## src/rtl/alu_operand_stack_pkg.sv

```systemverilog
// Shared types for the ALU operand stack: sequencer states, completion codes
// and the pop/push count clamp.
package alu_operand_stack_pkg;

  localparam int unsigned DATA_W = 32;

  typedef enum logic [2:0] {
    IDLE      = 3'd0,
    ISSUE     = 3'd1,
    WAIT_RES  = 3'd2,
    WAIT_NEXT = 3'd3,
    FIN       = 3'd4
  } state_e;

  typedef enum logic [1:0] {
    ERR_NONE  = 2'd0,
    ERR_UNDER = 2'd1,
    ERR_OVER  = 2'd2,
    ERR_PROTO = 2'd3
  } err_e;

  // Pop/push requests of 3 behave as 2.
  function automatic logic [1:0] clamp_cnt(input logic [1:0] n);
    return (n == 2'd3) ? 2'd2 : n;
  endfunction

endpackage

```

## src/rtl/alu_operand_stack_stack_regfile.sv

```systemverilog
// Stack storage: DEPTH x DATA_W registers, two combinational read ports and
// two write ports; contents are deliberately not reset.
module stack_regfile
  import alu_operand_stack_pkg::*;
#(
  parameter int unsigned DEPTH = 16,
  parameter int unsigned AW    = 4
) (
  input  logic              clk,
  input  logic [AW-1:0]     rd_addr1,
  input  logic [AW-1:0]     rd_addr2,
  output logic [DATA_W-1:0] rd_data1_c,
  output logic [DATA_W-1:0] rd_data2_c,
  input  logic              we1,
  input  logic [AW-1:0]     wa1,
  input  logic [DATA_W-1:0] wd1,
  input  logic              we2,
  input  logic [AW-1:0]     wa2,
  input  logic [DATA_W-1:0] wd2
);

  logic [DATA_W-1:0] mem_q [DEPTH];
  logic [DATA_W-1:0] mem_d [DEPTH];

  assign rd_data1_c = mem_q[rd_addr1];
  assign rd_data2_c = mem_q[rd_addr2];

  always_comb begin
    mem_d = mem_q;
    if (we1) mem_d[wa1] = wd1;
    if (we2) mem_d[wa2] = wd2;
  end

  always_ff @(posedge clk) begin
    mem_q <= mem_d;
  end

endmodule

```

## src/rtl/alu_operand_stack.sv

```systemverilog
// Data-stack sequencer around the ALU: pops operands, pulses the ALU enable,
// pushes results back and reports completion; also takes immediate pushes.
module alu_operand_stack
  import alu_operand_stack_pkg::*;
#(
  parameter int unsigned DEPTH   = 16,
  parameter int unsigned AW      = 4,
  parameter int unsigned TIMEOUT = 15
) (
  input  logic              clk,
  input  logic              nrst,
  input  logic              start,
  input  logic [1:0]        n_pop,
  input  logic [1:0]        n_push,
  input  logic              ext_push,
  input  logic [DATA_W-1:0] ext_data,
  output logic              alu_enable,
  output logic [DATA_W-1:0] alu_in1,
  output logic [DATA_W-1:0] alu_in2,
  input  logic [DATA_W-1:0] alu_out1,
  input  logic [DATA_W-1:0] alu_out2,
  input  logic              alu_push_result,
  input  logic              alu_next,
  output logic              busy,
  output logic              done,
  output logic [1:0]        err,
  output logic [AW:0]       count,
  output logic [DATA_W-1:0] top
);

  localparam int unsigned CW = AW + 1;
  localparam int unsigned EW = AW + 2;
  localparam int unsigned TW = $clog2(TIMEOUT + 1);

  state_e            state_q, state_d;
  logic [CW-1:0]     count_q, count_d;
  logic [1:0]        n_push_q, n_push_d;
  logic [TW-1:0]     timer_q, timer_d;
  logic              alu_enable_q, alu_enable_d;
  logic [DATA_W-1:0] alu_in1_q, alu_in1_d;
  logic [DATA_W-1:0] alu_in2_q, alu_in2_d;
  logic              done_q, done_d;
  logic              busy_q, busy_d;
  err_e              err_q, err_d;

  logic [DATA_W-1:0] rd1_c, rd2_c, wd1_c;
  logic              we1_c, we2_c;
  logic [1:0]        np_c, nu_c;
  logic [EW-1:0]     depth_after_c;
  logic [TW-1:0]     timer_inc_c;
  logic              timed_out_c;

  stack_regfile #(
    .DEPTH (DEPTH),
    .AW    (AW)
  ) u_regfile (
    .clk        (clk),
    .rd_addr1   (AW'(count_q - CW'(1))),
    .rd_addr2   (AW'(count_q - CW'(2))),
    .rd_data1_c (rd1_c),
    .rd_data2_c (rd2_c),
    .we1        (we1_c),
    .wa1        (AW'(count_q)),
    .wd1        (wd1_c),
    .we2        (we2_c),
    .wa2        (AW'(count_q + CW'(1))),
    .wd2        (alu_out2)
  );

  always_ff @(posedge clk or negedge nrst) begin
    if (!nrst) begin
      state_q      <= IDLE;
      count_q      <= '0;
      n_push_q     <= '0;
      timer_q      <= '0;
      alu_enable_q <= 1'b0;
      alu_in1_q    <= '0;
      alu_in2_q    <= '0;
      done_q       <= 1'b0;
      busy_q       <= 1'b0;
      err_q        <= ERR_NONE;
    end else begin
      state_q      <= state_d;
      count_q      <= count_d;
      n_push_q     <= n_push_d;
      timer_q      <= timer_d;
      alu_enable_q <= alu_enable_d;
      alu_in1_q    <= alu_in1_d;
      alu_in2_q    <= alu_in2_d;
      done_q       <= done_d;
      busy_q       <= busy_d;
      err_q        <= err_d;
    end
  end

  always_comb begin
    state_d       = state_q;
    count_d       = count_q;
    n_push_d      = n_push_q;
    timer_d       = timer_q;
    alu_in1_d     = alu_in1_q;
    alu_in2_d     = alu_in2_q;
    err_d         = err_q;
    we1_c         = 1'b0;
    we2_c         = 1'b0;
    wd1_c         = alu_out1;
    np_c          = clamp_cnt(n_pop);
    nu_c          = clamp_cnt(n_push);
    depth_after_c = EW'(count_q) - EW'(np_c) + EW'(nu_c);
    timer_inc_c   = TW'(timer_q + TW'(1));
    timed_out_c   = (timer_inc_c == TW'(TIMEOUT));

    unique case (state_q)
      IDLE: begin
        if (start) begin
          if (count_q < CW'(np_c)) begin
            state_d = FIN;
            err_d   = ERR_UNDER;
          end else if (depth_after_c > EW'(DEPTH)) begin
            state_d = FIN;
            err_d   = ERR_OVER;
          end else begin
            alu_in1_d = (np_c != 2'd0) ? rd1_c : '0;
            alu_in2_d = (np_c == 2'd2) ? rd2_c : '0;
            count_d   = count_q - CW'(np_c);
            n_push_d  = nu_c;
            state_d   = ISSUE;
          end
        end else if (ext_push) begin
          if (count_q < CW'(DEPTH)) begin
            we1_c   = 1'b1;
            wd1_c   = ext_data;
            count_d = count_q + CW'(1);
          end else begin
            state_d = FIN;
            err_d   = ERR_OVER;
          end
        end
      end
      ISSUE: begin
        state_d = WAIT_RES;
        timer_d = '0;
      end
      WAIT_RES: begin
        // A push alongside alu_next still commits the results before finishing.
        if (alu_push_result) begin
          we1_c   = (n_push_q != 2'd0);
          we2_c   = (n_push_q == 2'd2);
          count_d = count_q + CW'(n_push_q);
          timer_d = '0;
          if (alu_next) begin
            state_d = FIN;
            err_d   = ERR_NONE;
          end else begin
            state_d = WAIT_NEXT;
          end
        end else if (alu_next || timed_out_c) begin
          state_d = FIN;
          err_d   = ERR_PROTO;
        end else begin
          timer_d = timer_inc_c;
        end
      end
      WAIT_NEXT: begin
        if (alu_next) begin
          state_d = FIN;
          err_d   = ERR_NONE;
        end else if (timed_out_c) begin
          state_d = FIN;
          err_d   = ERR_PROTO;
        end else begin
          timer_d = timer_inc_c;
        end
      end
      FIN: begin
        state_d = IDLE;
      end
      default: begin
        state_d = IDLE;
      end
    endcase

    alu_enable_d = (state_d == ISSUE);
    done_d       = (state_d == FIN);
    busy_d       = (state_d != IDLE);
  end

  assign alu_enable = alu_enable_q;
  assign alu_in1    = alu_in1_q;
  assign alu_in2    = alu_in2_q;
  assign done       = done_q;
  assign busy       = busy_q;
  assign err        = err_q;
  assign count      = count_q;
  assign top        = (count_q == '0) ? '0 : rd1_c;

endmodule

```

## config.mk

```make
export PLATFORM = sky130hd
export DESIGN_NAME = alu_operand_stack
export DESIGN_NICKNAME = d
export VERILOG_FILES = /design/src/rtl/alu_operand_stack_pkg.sv /design/src/rtl/alu_operand_stack_stack_regfile.sv /design/src/rtl/alu_operand_stack.sv
export SDC_FILE = /design/constraint.sdc
export NUM_CORES = 2
export LEC_CHECK = 0
export CAP_MARGIN = 20
export CORE_MARGIN = 2
export CORE_UTILIZATION = 40
export CTS_CLUSTER_DIAMETER = 40
export CTS_CLUSTER_SIZE = 30
export DETAILED_ROUTE_END_ITERATION = 7
export GPL_ROUTABILITY_DRIVEN = 0
export PLACE_DENSITY = 0.68
export SETUP_SLACK_MARGIN = 0.3
export SYNTH_ARGS = -nofsm -noshare
export SYNTH_HDL_FRONTEND = slang
export SYNTH_SLANG_ARGS = --single-unit
```

## constraint.sdc

```tcl
create_clock -name clk -period 4.8 [get_ports clk]
set_input_delay 0.96 -clock clk [delete_from_list [all_inputs] [get_ports clk]]
set_output_delay 0.96 -clock clk [all_outputs]
set_load 0.1 [all_outputs]
```

==> results.yml <==
outcome:
  status: "completed"
floorplanning:
  start_util_pct: 40.5
  rows: 106
  die-height_um: 295
  coreArea_sq_um: 83800
  io_pins: 212
  dieWidth_um: 295
  die_area_sq_um: 87200
critical_path:
  path_max_fanout: 37
  critPathLaunchType: "register"
  critPathRequiredTime_ps: 3840
  arrival_ps: 3430
  crit_type: "reg2out"
  end_kind: "primary output"
clock_tree:
  ctsHoldBuffers: 0
  clk_path_buf_depth: 3
  cts_tree: "yes"
  insertion_delay_ps: 680
  cts_buffers: 104
  cts_max_level: 3
  root_buffer: "clkbuf_16"
  path_clk_slew_ps: 50
  clock_sinks: 595
detailed_routing:
  avgViaCountPerCell: 6.22
  routed_wirelength_um: 118000
  vias: 29869
  avgRoutedWirePerCell_um: 24.6
  drc: 0
  drtPass1Iterations: 5
  drt_iter0_markers: 3563
  ant_nets: 0
cells_and_area:
  nFillCells: 7529
  drive_gt1_share_pct: 20.9
  final_util_pct: 50.2
  area_delta_synth_final_pct: 24.0
  final_nets: 3707
global_routing:
  grt_max_degree: 137
  grt.overflow.total: 0
  antenna_found_initial: 5
  grt_pass1_vias: 28618
  grt_pass1_wl_um: 177000
  grt_usage_pct: 26.6
sta:
  fmax_mhz: 228
  maxSlewHeadroom_pct: 22.6
  fin_setup_tns_ps: 0
  fin_crit_sh_pct: 91.5
  clock_skew_ps: 34.1
  timing_hold_violations_final: 0
  finalSetupViolations: 0
  whs_ps: 297
  period_minus_slack_ps: 4390
  worstMarginPinSlew_ps: 1160
  final-max-slew-violation-count: 0
  rsz0062_at_grt: "false"
synth:
  postSynthCellCount: 3493
  syn_area_sq_um: 33900
  synthArstFlopShare_pct: 13.9
  synth.distinct_cells: 56
  synth_warnings: 0
  yosys.area.top_type: "dfxtp_1"
  syn_area_per_cell_sq_um: 9.72
  synth_top_area_share_pct: 30.2
  ys.flop_type: "dfxtp_1"
  ys_seq_area_share_pct: 36.3
  syn_nets: 3630
  synth_edf_count: 0
  synth_area_leaders: "dfxtp_1, mux4_2, a211oi_1"
  ys_seq_elements: 595
placed_design:
  io_buffer_count: 211
  dp.final_hpwl_um: 68100
power:
  leakage_nw: 18.7
  power.density_nw_per_um2: 847
  p_total_mw: 35.6
  vdd_drop_max_uv: 1380
min_path:
  hold_path.class: "in2async"
job:
  drv_cap: 0
## Yosys cell counts, drive strengths merged (3+ instances only)
library cell / n
nor2: 568
a211oi: 533
a21o: 514
dfxtp: 512
mux4: 288
nand2: 280
clkbuf: 264
buf: 141
dfrtp: 83
o21ai: 75
mux2i: 34
nand3: 34
o31ai: 34
inv: 28
ha: 27
xnor2: 8
a21oi: 6
mux2: 5
nor3: 5
xor2: 5
fa: 4
nand2b: 4
nor2b: 4
nor3b: 4
and3b: 3
or3: 3
## cell families after synthesis
group,after synthesis,share of synthesized area [%]
XOR/XNOR,13,0.336
AO/OA/AOI/OAI,1178,26.0
multiplexers,327,20.3
adder cells (fa/ha/maj),31,1.23
buffers and inverters,435,5.20
AND/OR/NAND/NOR,914,10.6
flip-flops,595,36.3
## state kept, by name, indices dropped and copies added, names as in the netlist
| name | cells |
|---|---|
| alu_enable | 1 |
| alu_in1 | 32 |
| alu_in2 | 32 |
| busy | 1 |
| count | 5 |
| done | 1 |
| err | 2 |
| n_push_q | 2 |
| state_q | 3 |
| timer_q | 4 |
| u_regfile.mem_q | 512 |
## worst paths after layout
check                                        from                 endpoint  slack, ps  cells after the start
setup / recovery             count[0]$_DFFE_PN0P_                   top[4]        410                     10
min in group clk           alu_in1[3]$_DFFE_PN0P_   alu_in1[3]$_DFFE_PN0P_        470                      2
max in group asynchronous                    nrst     count[1]$_DFFE_PN0P_       3380                      2
hold reg to reg            alu_in1[3]$_DFFE_PN0P_   alu_in1[3]$_DFFE_PN0P_        470                      2
setup reg to reg             count[1]$_DFFE_PN0P_       err[0]$_DFFE_PN0P_       1140                     12
hold / removal                               nrst  alu_in2[30]$_DFFE_PN0P_        300                      1
## routing by layer
metal	vias to the layer above	GRT usage, %	wire, um
li1	13139	-	-
met1	14823	36.1	47900
met2	1637	42.0	54200
met3	270	5.19	12200
met4	0	10.5	3750
met5	-	0	0
## worst max-delay path, cell delays in order, from the launching register on
cell and delay (ps):
dfrtp_4 500, clkinvlp_4 170, ha_4 360, buf_12 140, buf_6 370, mux4_2 370
nand2_1 90, nand2_1 40, o21ai_0 440, nor2_4 60, buf_12 180
## final cells by class
type	instances	area [sq um]	share of cell area (%)
tap	1134	1420	3.37
sequential	595	12300	29.3
timing repair buffer	376	4000	9.50
clock buffer	128	2880	6.84
clock inverter	70	941	2.24
multi-input combinational	2463	20400	48.4
antenna	4	10.0	0.0238
inverter	30	116	0.277
## per-stage QoR
step                      std cells  instance area, sq um  worst slack, ps
after floorplan                3493                 34200              289
after global placement         4580                 38000              358
after detailed placement       4582                 38000              357
after CTS                      4790                 42000              250
after global routing           4800                 42100              304
final                          4800                 42100              406
## repair_timing
item | in CTS | in global routing
endpoints found under the setup margin | 32 | 27
resized for setup | 9 | 10
pin swaps | 3 | 1
cloned | 0 | 1
buffers inserted | 10 | 5
## cells in the final DEF, fill, tap and decap left out, types with 16 or more instances in the layout
| cell | n |
|---|---|
| o31ai_1 | 34 |
| a211oi_1 | 517 |
| buf_12 | 54 |
| dfxtp_1 | 512 |
| buf_4 | 137 |
| nand2_1 | 280 |
| a211oi_4 | 16 |
| mux4_2 | 288 |
| mux2i_1 | 34 |
| inv_1 | 26 |
| nor2_1 | 520 |
| clkbuf_16 | 109 |
| nand3_1 | 34 |
| clkdlybuf4s50_1 | 177 |
| nor2_4 | 48 |
| dfrtp_1 | 81 |
| a21o_1 | 514 |
| o21ai_0 | 64 |
| ha_1 | 24 |
## power by group
group	internal [mW]	leakage, nW	total [mW]	switching, mW
Sequential	6.69	5.30	7.94	1.25
Combinational	8.26	11.6	19.7	11.4
Clock	5.14	1.83	8.02	2.88
Total	20.1	18.7	35.6	15.5
(Power assumes the default switching activity.)
